--- config.mk ---
export PLATFORM = sky130hd
export DESIGN_NAME = run_ctrl
export DESIGN_NICKNAME = d
export VERILOG_FILES = /design/src/rtl/run_ctrl_pkg.sv /design/src/rtl/run_ctrl_sat_counter.sv /design/src/rtl/run_ctrl.sv
export SDC_FILE = /design/constraint.sdc
export NUM_CORES = 1
export LEC_CHECK = 0
export CORE_UTILIZATION = 52
export DETAILED_ROUTE_END_ITERATION = 12
export PLACE_DENSITY = 0.82
export SETUP_SLACK_MARGIN = 0.02
export SYNTH_ARGS = -nofsm -noshare
export SYNTH_HDL_FRONTEND = slang
export SYNTH_SLANG_ARGS = --single-unit
--- constraint.sdc ---
create_clock -name clk -period 4.05 [get_ports clk]
set_input_delay 1.215 -clock clk [delete_from_list [all_inputs] [get_ports clk]]
set_output_delay 1.215 -clock clk [all_outputs]
set_load 0.02 [all_outputs]
--- src/rtl/run_ctrl_pkg.sv ---
`default_nettype none
// ----------------------------------------------------------------------
// run_ctrl_pkg : shared types and default constants for run_ctrl
// Rev 1.0
// ----------------------------------------------------------------------
package run_ctrl_pkg;

  localparam int c_NUM_CH_DEF      = 3;
  localparam int c_CNT_W_DEF       = 32;
  localparam int c_RST_HOLD_DEF    = 4;
  localparam int c_START_DELAY_DEF = 2;

  typedef enum logic [2:0] {
    ST_HOLD = 3'd0,
    ST_WAIT = 3'd1,
    ST_RUN  = 3'd2,
    ST_STEP = 3'd3,
    ST_DONE = 3'd4
  } state_t;

  typedef enum logic [1:0] {
    MODE_FREE  = 2'b00,
    MODE_LIMIT = 2'b01,
    MODE_STEP  = 2'b10
  } mode_t;

  // The unused 2'b11 encoding behaves as free-run.
  function automatic mode_t decode_mode(input logic [1:0] m);
    case (m)
      2'b01:   return MODE_LIMIT;
      2'b10:   return MODE_STEP;
      default: return MODE_FREE;
    endcase
  endfunction

endpackage
`default_nettype wire

--- src/rtl/run_ctrl_sat_counter.sv ---
`default_nettype none
// ----------------------------------------------------------------------
// sat_counter : saturating up-counter with sticky overflow flag
// Rev 1.0
// ----------------------------------------------------------------------
module sat_counter #(
  parameter int W = 32
) (
  input  logic         clk,
  input  logic         rst,
  input  logic         inc,
  output logic [W-1:0] count,
  output logic         sat
);

  logic [W-1:0] r_count;
  logic         r_sat;

  always_ff @(posedge clk) begin
    if (rst) begin
      r_count <= '0;
      r_sat   <= 1'b0;
    end else if (inc) begin
      // An increment attempted at all-ones is the overflow event.
      if (&r_count) r_sat   <= 1'b1;
      else          r_count <= r_count + W'(1);
    end
  end

  assign count = r_count;
  assign sat   = r_sat;

endmodule
`default_nettype wire

--- src/rtl/run_ctrl.sv ---
`default_nettype none
// ----------------------------------------------------------------------
// run_ctrl : core reset/start sequencer with free-run, limit and step modes
// Rev 1.0
// ----------------------------------------------------------------------
module run_ctrl
  import run_ctrl_pkg::*;
#(
  parameter int NUM_CH      = c_NUM_CH_DEF,
  parameter int CNT_W       = c_CNT_W_DEF,
  parameter int RST_HOLD    = c_RST_HOLD_DEF,
  parameter int START_DELAY = c_START_DELAY_DEF
) (
  input  logic              clk,
  input  logic              rst,
  input  logic [1:0]        mode,
  input  logic [CNT_W-1:0]  limit,
  input  logic              step_req,
  input  logic              abort,
  input  logic [NUM_CH-2:0] btn_in,
  output logic              core_rst_n,
  output logic              core_en,
  output logic [NUM_CH-1:0] ch_out,
  output logic [CNT_W-1:0]  cycle,
  output logic              running,
  output logic              done,
  output logic              overflow
);

  localparam int c_HOLD_W = $clog2(RST_HOLD) + 1;
  localparam int c_WAIT_W = $clog2(START_DELAY) + 1;
  localparam logic [c_HOLD_W-1:0] c_HOLD_LAST = c_HOLD_W'(RST_HOLD - 1);
  localparam logic [c_WAIT_W-1:0] c_WAIT_LAST =
    c_WAIT_W'((START_DELAY > 0) ? START_DELAY - 1 : 0);

  state_t              r_state, w_state_nxt, w_start;
  mode_t               r_mode, w_mode_nxt, w_mode_in;
  logic [c_HOLD_W-1:0] r_hold_cnt, w_hold_nxt;
  logic [c_WAIT_W-1:0] r_wait_cnt, w_wait_nxt;
  logic                r_abort_pend, w_abort_pend_nxt;
  logic                r_core_rst_n, r_core_en, r_running, r_done;
  logic [NUM_CH-1:0]   r_ch_out;
  logic                w_active, w_core_en_nxt, w_limit_hit;
  logic [CNT_W:0]      w_cnt_plus;

  // Decided one edge early so the counter lands on limit as the enable drops.
  assign w_cnt_plus  = {1'b0, cycle} + (CNT_W + 1)'(1);
  assign w_limit_hit = (w_cnt_plus >= {1'b0, limit});

  always_comb begin
    w_state_nxt      = r_state;
    w_hold_nxt       = r_hold_cnt;
    w_wait_nxt       = r_wait_cnt;
    w_mode_nxt       = r_mode;
    w_abort_pend_nxt = r_abort_pend;
    w_mode_in        = decode_mode(mode);

    case (w_mode_in)
      MODE_STEP:  w_start = ST_STEP;
      MODE_LIMIT: w_start = (limit == '0) ? ST_DONE : ST_RUN;
      default:    w_start = ST_RUN;
    endcase

    case (r_state)
      ST_HOLD: begin
        if (abort) w_abort_pend_nxt = 1'b1;
        if (r_hold_cnt == c_HOLD_LAST) begin
          if (r_abort_pend || abort) begin
            w_state_nxt = ST_DONE;
          end else if (START_DELAY == 0) begin
            w_state_nxt = w_start;
            w_mode_nxt  = w_mode_in;
          end else begin
            w_state_nxt = ST_WAIT;
            w_wait_nxt  = '0;
          end
        end else begin
          w_hold_nxt = r_hold_cnt + c_HOLD_W'(1);
        end
      end
      ST_WAIT: begin
        if (abort) begin
          w_state_nxt = ST_DONE;
        end else if (r_wait_cnt == c_WAIT_LAST) begin
          w_state_nxt = w_start;
          w_mode_nxt  = w_mode_in;
        end else begin
          w_wait_nxt = r_wait_cnt + c_WAIT_W'(1);
        end
      end
      ST_RUN: begin
        if (abort || (r_mode == MODE_LIMIT && w_limit_hit)) w_state_nxt = ST_DONE;
      end
      ST_STEP: begin
        if (abort) w_state_nxt = ST_DONE;
      end
      ST_DONE: w_state_nxt = ST_DONE;
      default: w_state_nxt = ST_HOLD;
    endcase

    w_active      = (w_state_nxt == ST_RUN) || (w_state_nxt == ST_STEP);
    // Requests count only when already in STEP and staying there.
    w_core_en_nxt = (w_state_nxt == ST_RUN) ||
                    ((r_state == ST_STEP) && (w_state_nxt == ST_STEP) && step_req);
  end

  always_ff @(posedge clk) begin
    if (rst) begin
      r_state      <= ST_HOLD;
      r_mode       <= MODE_FREE;
      r_hold_cnt   <= '0;
      r_wait_cnt   <= '0;
      r_abort_pend <= 1'b0;
      r_core_rst_n <= 1'b0;
      r_core_en    <= 1'b0;
      r_ch_out     <= '0;
      r_running    <= 1'b0;
      r_done       <= 1'b0;
    end else begin
      r_state      <= w_state_nxt;
      r_mode       <= w_mode_nxt;
      r_hold_cnt   <= w_hold_nxt;
      r_wait_cnt   <= w_wait_nxt;
      r_abort_pend <= w_abort_pend_nxt;
      r_core_rst_n <= (w_state_nxt != ST_HOLD);
      r_core_en    <= w_core_en_nxt;
      r_ch_out     <= w_active ? {btn_in, 1'b1} : '0;
      r_running    <= w_active;
      r_done       <= (w_state_nxt == ST_DONE);
    end
  end

  sat_counter #(
    .W(CNT_W)
  ) u_cycle_cnt (
    .clk  (clk),
    .rst  (rst),
    .inc  (r_core_en),
    .count(cycle),
    .sat  (overflow)
  );

  assign core_rst_n = r_core_rst_n;
  assign core_en    = r_core_en;
  assign ch_out     = r_ch_out;
  assign running    = r_running;
  assign done       = r_done;

endmodule
`default_nettype wire

* Word level (Yosys, flattened, before mapping)
Cells that the tools add are included.
** Storage, ports and cells
- Output and inout bits :: 40
- Logic and storage cells :: 75
- Input port bits :: 40
- Register bits :: 51
** Cells by class
- Add/sub/neg operators :: 4
- Eq/ne operators :: 18
- Order comparisons :: 1
- Bitwise gates (word level) :: 4
- Reductions and logical operators :: 19
- Mux-type cells :: 16
** Operators by type and width (number)
- $add 32x1->33 const B :: 1
- $ge 33x32->1 :: 1
- $reduce_and 33->1 :: 1
- $add 32x1->32 const B :: 1
- $logic_not 32->1 :: 1
- $reduce_and 32->1 :: 1
- $mux 3 :: 7
- $eq 3x2->1 const B :: 5
- $pmux 3 s5 :: 1
- $eq 2x1->1 const B :: 4
- $mux 2 :: 4
- $ne 2x2->1 const B :: 4
- $pmux 2 s2 :: 2
- $eq 3x3->1 const B :: 2
- $pmux 3 s2 :: 1
- $reduce_and 2->1 :: 3
- $reduce_and 5->1 :: 1
- $eq 2x2->1 const B :: 2
- $logic_or 1x1->1 :: 4
- $not 1->1 :: 4
- $add 3x1->3 const B :: 1
- $eq 3x1->1 const B :: 1
- $logic_and 1x1->1 :: 3
- $logic_not 3->1 :: 1
- other kinds (6) :: 6

* Depth between registers and ports, before layout
- Word-level depth :: 11
- Gate-level depth with buffers :: 15
- Mapped depth without buffers :: 15

* Modules after synthesis
A second synthesis with hierarchy kept.
** Second synthesis, totals
- Cells, all modules :: 503
- Area, all modules :: 4042.6 µm²
** By module, submodules not included
- run_ctrl :: area an instance 2339.7 µm², instances 1, cells an instance 300, sequential area each 340.3 µm²
- sat_counter :: area an instance 1702.9 µm², instances 1, cells an instance 203, sequential area each 660.6 µm²

* Least setup slack after synthesis
Ideal clock, no wire load.
- Path type :: reg-to-reg
- Start point :: register u_cycle_cnt.r_count[0], in the netlist u_cycle_cnt.count[0]
- End point :: register r_done, in the netlist done
- Path buffers :: 0
- Period minus slack after synthesis :: 3638 ps
- Setup time :: 117 ps
- Required time :: 3933 ps
- Cell stages (with the launch flop) :: 15
- Arrival :: 3521 ps
- Path slack :: 412 ps
- Path through :: dfxtp_1 ha_1 nand3_2 nor2_1 nand3_1 or3_1 xnor2_1 ha_1 a21oi_1 o21ai_0 a221o_1 a211o_1 a21oi_1 o21ai_1 and4bb_1
** On the way
- Word-level cells in the longest chain between the ends :: 7
** Ends and longest elaborated chain
- from (decl) :: line run_ctrl_sat_counter.sv:16 : logic [W-1:0] r_count;
- from (signal assigned) :: line run_ctrl_sat_counter.sv:26 : else r_count <= r_count + W'(1);
- $add 32x1->33 :: line run_ctrl.sv:47 : assign w_cnt_plus = {1'b0, cycle} + (CNT_W + 1)'(1);
- named net w_cnt_plus[26] :: line run_ctrl.sv:44 : logic [CNT_W:0] w_cnt_plus;
- $ge 33x32->1 :: line run_ctrl.sv:48 : assign w_limit_hit = (w_cnt_plus >= {1'b0, limit});
- $logic_and 1x1->1 :: line run_ctrl.sv:92 : if (abort || (r_mode == MODE_LIMIT && w_limit_hit)) w_state_nxt = ST_DONE;
- $logic_or 1x1->1 :: line run_ctrl.sv:92
- $mux 3 :: line run_ctrl.sv:92
- $pmux 3 s5 :: line run_ctrl.sv:64 : case (r_state)
- $eq 3x3->1 :: line run_ctrl.sv:129 : r_done <= (w_state_nxt == ST_DONE);
- to (signal assigned) :: line run_ctrl.sv:129
- to (decl) :: line run_ctrl.sv:41 : logic r_core_rst_n, r_core_en, r_running, r_done;
The timed path passes the listed nets, and every way through them passes these cells.
A chain may end at the register's enable or synchronous reset.

* Worst setup path in the final report
- Start point :: register u_cycle_cnt.r_count[1], in the netlist u_cycle_cnt.count[1]
- End point :: register r_ch_out[1], in the netlist ch_out[1]
** On the way
- Word-level cells in the longest chain between the ends :: 10
- Elaborated cells between the ends (all ways) :: 11
- Those cells by class :: 1 x add/sub; 1 x order compare; 2 x eq/ne; 2 x mux; 1 x bitwise; 4 x reduce/logical
** Ends and longest elaborated chain
- $add 32x1->33 * :: line run_ctrl.sv:47
- named net w_cnt_plus[24] :: line run_ctrl.sv:44
- $ge 33x32->1 * :: line run_ctrl.sv:48
- $logic_and 1x1->1 * :: line run_ctrl.sv:92
- $logic_or 1x1->1 * :: line run_ctrl.sv:92
- $mux 3 * :: line run_ctrl.sv:92
- $pmux 3 s5 * :: line run_ctrl.sv:64
- $eq 3x2->1 :: line run_ctrl.sv:101 : w_active = (w_state_nxt == ST_RUN) || (w_state_nxt == ST_STEP);
- $logic_or 1x1->1 * :: line run_ctrl.sv:101
- $not 1->1 (no source line) *
- $reduce_or 2->1 (no source line) *
- to (signal assigned) :: line run_ctrl.sv:127 : r_ch_out <= w_active ? {btn_in, 1'b1} : '0;
- to (decl) :: line run_ctrl.sv:42 : logic [NUM_CH-1:0] r_ch_out;
Mark *: on every way through the listed nets, which the timed path passes. The rest lies on a longest branch.

==> results.md <==
- status: finished, final reports clean
- portion of netlist area occupied by mux cells: 0.550%
- worst path bufs/invs: 0
- I/O pin count: 80
- combinational group share of total power: 16.5%
- Via Count: 3,610
- crit-path cells: ha_1, nand3_2, nor2_1, nand3_1, nor2_1, and3_1, xor2_1, ha_1, and4_1, a221oi_1, nand4_1, a21oi_2, o211ai_1, nor2_1
- highest ir drop seen on vdd: 0.183 mV
- Syn Area/Cell: 7.81 um2
- Total Routed Length: 9770 um
- largest net degree at the start of global routing: 26
- Final Worst Setup Slack: 0.296 ns
- setup slack of the worst register-to-register path: 0.30 ns
- class of the most critical setup path: flop to flop
- post-synthesis net count: 545
- Tightest Pin Transition: 1.00 ns
- TritonCTS clock tree: done
- Syn-to-layout area delta: 28.0%
- Placement Rows: 30
- Vias per Instance: 5.74
- most common cell after layout, fill and taps aside: clkdlybuf4s50_1
- placed wire-length estimate after detailed placement: 7710 um
- die area: 7330 um2
- clock group share of total power: 34.8%
- Worst path most repeated cell: nor2_1
- share of synthesized registers carrying an async set or reset: 0%
- synthesized cell area: 3640 um2
- DRT Pass-1 Iters: 4
- overall routing resource usage: 27.4%
- share of the synthesized area in the top cell type: 27.5%
- start point of the critical path: u_cycle_cnt.count[1]
- endpoint of the worst-slack reg-to-reg timing path: ch_out[1]
- count of endpoints failing hold in the final timing report: 0
- number of nets at the end of the flow: 627
- global-route wire length before repair: 16,000 um
- tightest slew margin relative to the limit: 33.1%
- ANT cells: 0
- minimum clock period: 3.75 ns
- dominant combinational cell family by area after synthesis: simple AND/OR/NAND/NOR gates
- leading cell types in the layout, fill and taps excluded: clkdlybuf4s50_1 (79), nor2_1 (53), dfxtp_1 (50)
- Achievable Freq: 266 MHz
- max-cap viol count: 0
- final slew viol count: 0
- worst min path class: flop to flop
- cell class contributing the biggest share of worst-path delay: simple AND/OR/NAND/NOR gates
- setup TNS: 0 ns
- count of cells along the worst hold path: 2
- Setup Viol. Count Final: 0
- number of enable flip-flop cells after synthesis: 0
- period utilisation layout: 92.7%
- switching part of the total power: 26.7%
- core area: 6760 um2
- clock skew after layout: 0.00663 ns
- post-synthesis share of cell area spent on xor and xnor gates: 12.3%
- launch instance of the worst register-to-register path: u_cycle_cnt.count[1]
- DRC marker count from the first detailed-route iteration: 155
- Worst Hold Margin: 0.465 ns
- library cell used as clock root buffer: clkbuf_8
- WP data required: 4.31 ns
- die extent in x: 85.6 um
- Yosys warning total: 0
- worst-skew pair later-pin latency: 0.32 ns
- start point of the worst hold path: r_wait_cnt[1]
- setup repair after global routing missed its margin: no
- worst-path maximum fanout: 7
- maximum level of the CTS H-tree: 2
- buffers from clock root to sink, at most: 2
- cell type of the slowest stage on the worst timing path: a221oi_1
- leading area contributor after synthesis: dfxtp_1
- routed wirelength normalized by instance count: 15.5 um
- final total power: 1080 uW
- LEAKAGE: 0.00201 uW
- Endpoint, Worst Hold: r_wait_cnt[1]
- post-synthesis register bit count: 50
- portion of total power attributed to sequential cells: 48.7%
- simple logic cell fraction of the synthesized area: 26.8%
- kind of launch point of the worst setup path: flop
- share of post-route cells with drive strength above 1: 6.19%
- number of sinks driven by the clock tree: 50
- register area share after synthesis: 27.5%
- delay of the slowest cell on the worst path: 0.42 ns
- clock transition at the registers of the reported paths: 0.10 ns
- most frequently used flop master after synthesis: dfxtp_1
- GRT Residual Overflow: 0
- via count of the first global-routing pass: 3,474
- die outline height: 85.6 um
- Arr. time, crit path: 4.01 ns
- cell count of the worst reg-to-reg path: 14
- largest cells by area after synthesis: dfxtp_1 (28%), ha_1 (13%), xor2_1 (6.5%), xnor2_1 (5.8%), nor2_1 (5.6%)
- starting utilization of the core area: 53.8%
- Num CTS Buffers: 5
- count of different cell masters after synthesis: 53
- input/output buffers: 79
- Setup Slack @ Placement: 0.228 ns
- initial antenna violation count: 0
- share of synthesized cell area in full adder, half adder and majority cells: 13.4%
- instance count of the mapped netlist: 466
- complex-gate fraction of the synthesized area: 12.9%
- number of DRC violations after detailed routing: 0
- post-route antenna net violation count: 0
- Worst setup EP type: flop
- number of post-CTS setup repair buffers: 0
- switching component of the power: 288 uW
- GP Congestion: 0.910
- total internal power: 791 uW
- ratio of total power to cell area: 232 nW/um2
==> stage by stage <==
stage / util (%) / cell area (um2) / instances
2_1_floorplan: - / 3640 / 466
3_3_place_gp: 67.1 / 4530 / 621
3_5_place_dp: 67.1 / 4530 / 621
4_1_cts: 68.8 / 4650 / 629
5_1_grt: 68.9 / 4660 / 629
6_report: 68.9 / 4660 / 629
==> area by class of cell <==
class	count	area [um2]
Clock buffer	5	68.8
Clock inverter	3	48.8
Fill cell	592	2100
Inverter	43	161
Multi-Input combinational cell	358	2400
Sequential cell	50	1000
Tap cell	80	100
Timing Repair Buffer	90	873
==> worst reg2reg max path: stages, from the launching register on <==
cell and delay [ns]:
dfxtp_1 0.41, ha_1 0.24, nand3_2 0.16, nor2_1 0.20, nand3_1 0.25, nor2_1 0.24
and3_1 0.20, xor2_1 0.21, ha_1 0.29, and4_1 0.23, a221oi_1 0.42, nand4_1 0.18
a21oi_2 0.28, o211ai_1 0.23, nor2_1 0.14
==> synth_stat cells, drive strengths merged, types with 7 or more instances <==
master / n
dfxtp: 50
or3: 13
clkbuf: 8
a21oi: 32
nand4: 13
and3: 10
buf: 7
nand3: 17
xor2: 27
nor2: 54
xnor2: 24
o21ai: 19
nand2: 39
nor3: 10
ha: 39
inv: 43
nor4: 13
==> worst max-delay path by stage <==
stage | endpoint | slack [ns] | cells after the start
detailed placement | ch_out[1] | 0.23 | 13
global placement | done | 0.38 | 13
finish | ch_out[1] | 0.30 | 14
floorplan | done | 0.41 | 14
CTS | ch_out[1] | 0.18 | 13
global route | ch_out[1] | 0.03 | 15
==> power groups by stage <==
stage                     sequential [uW]  clock [uW]  combinational [uW]
after global routing                  528         397                 197
after CTS                             525         380                 178
final                                 525         375                 178
after detailed placement              536           0                 176
after global placement                536           0                 168
after floorplan                       534           0                 100
==> routing by layer <==
metal / routed length [um] / share of wire [%] / global-route usage [%] / vias up
met5: 0 / 0 / 0 / -
li1: - / - / - / 1775
met1: 4290 / 44 / 33.6 / 1683
met4: 333 / 3.4 / 11.7 / 0
met3: 501 / 5.1 / 4.14 / 30
met2: 4650 / 48 / 47.8 / 122
==> kinds of logic after synthesis <==
kind of cell | after synthesis
AO/OA/AOI/OAI | 75
XOR/XNOR | 51
adder cells (fa/ha/maj) | 39
buffers and inverters | 58
flip-flops | 50
multiplexers | 2
AND/OR/NAND/NOR | 191
==> repair_timing <==
item,4_1_cts,5_1_grt
resized for setup,0,2
hold buffers,0,0
setup endpoints to repair,0,7
==> flip-flops by register name, summed over array words and instances (netlist names), 2 cells and up <==
| name | cells |
|---|---|
| ch_out | 2 |
| r_wait_cnt | 2 |
| u_cycle_cnt.count | 32 |
| r_hold_cnt | 3 |
| r_mode | 2 |
| r_state | 3 |
Note: power is estimated with default switching activity, not from simulation.
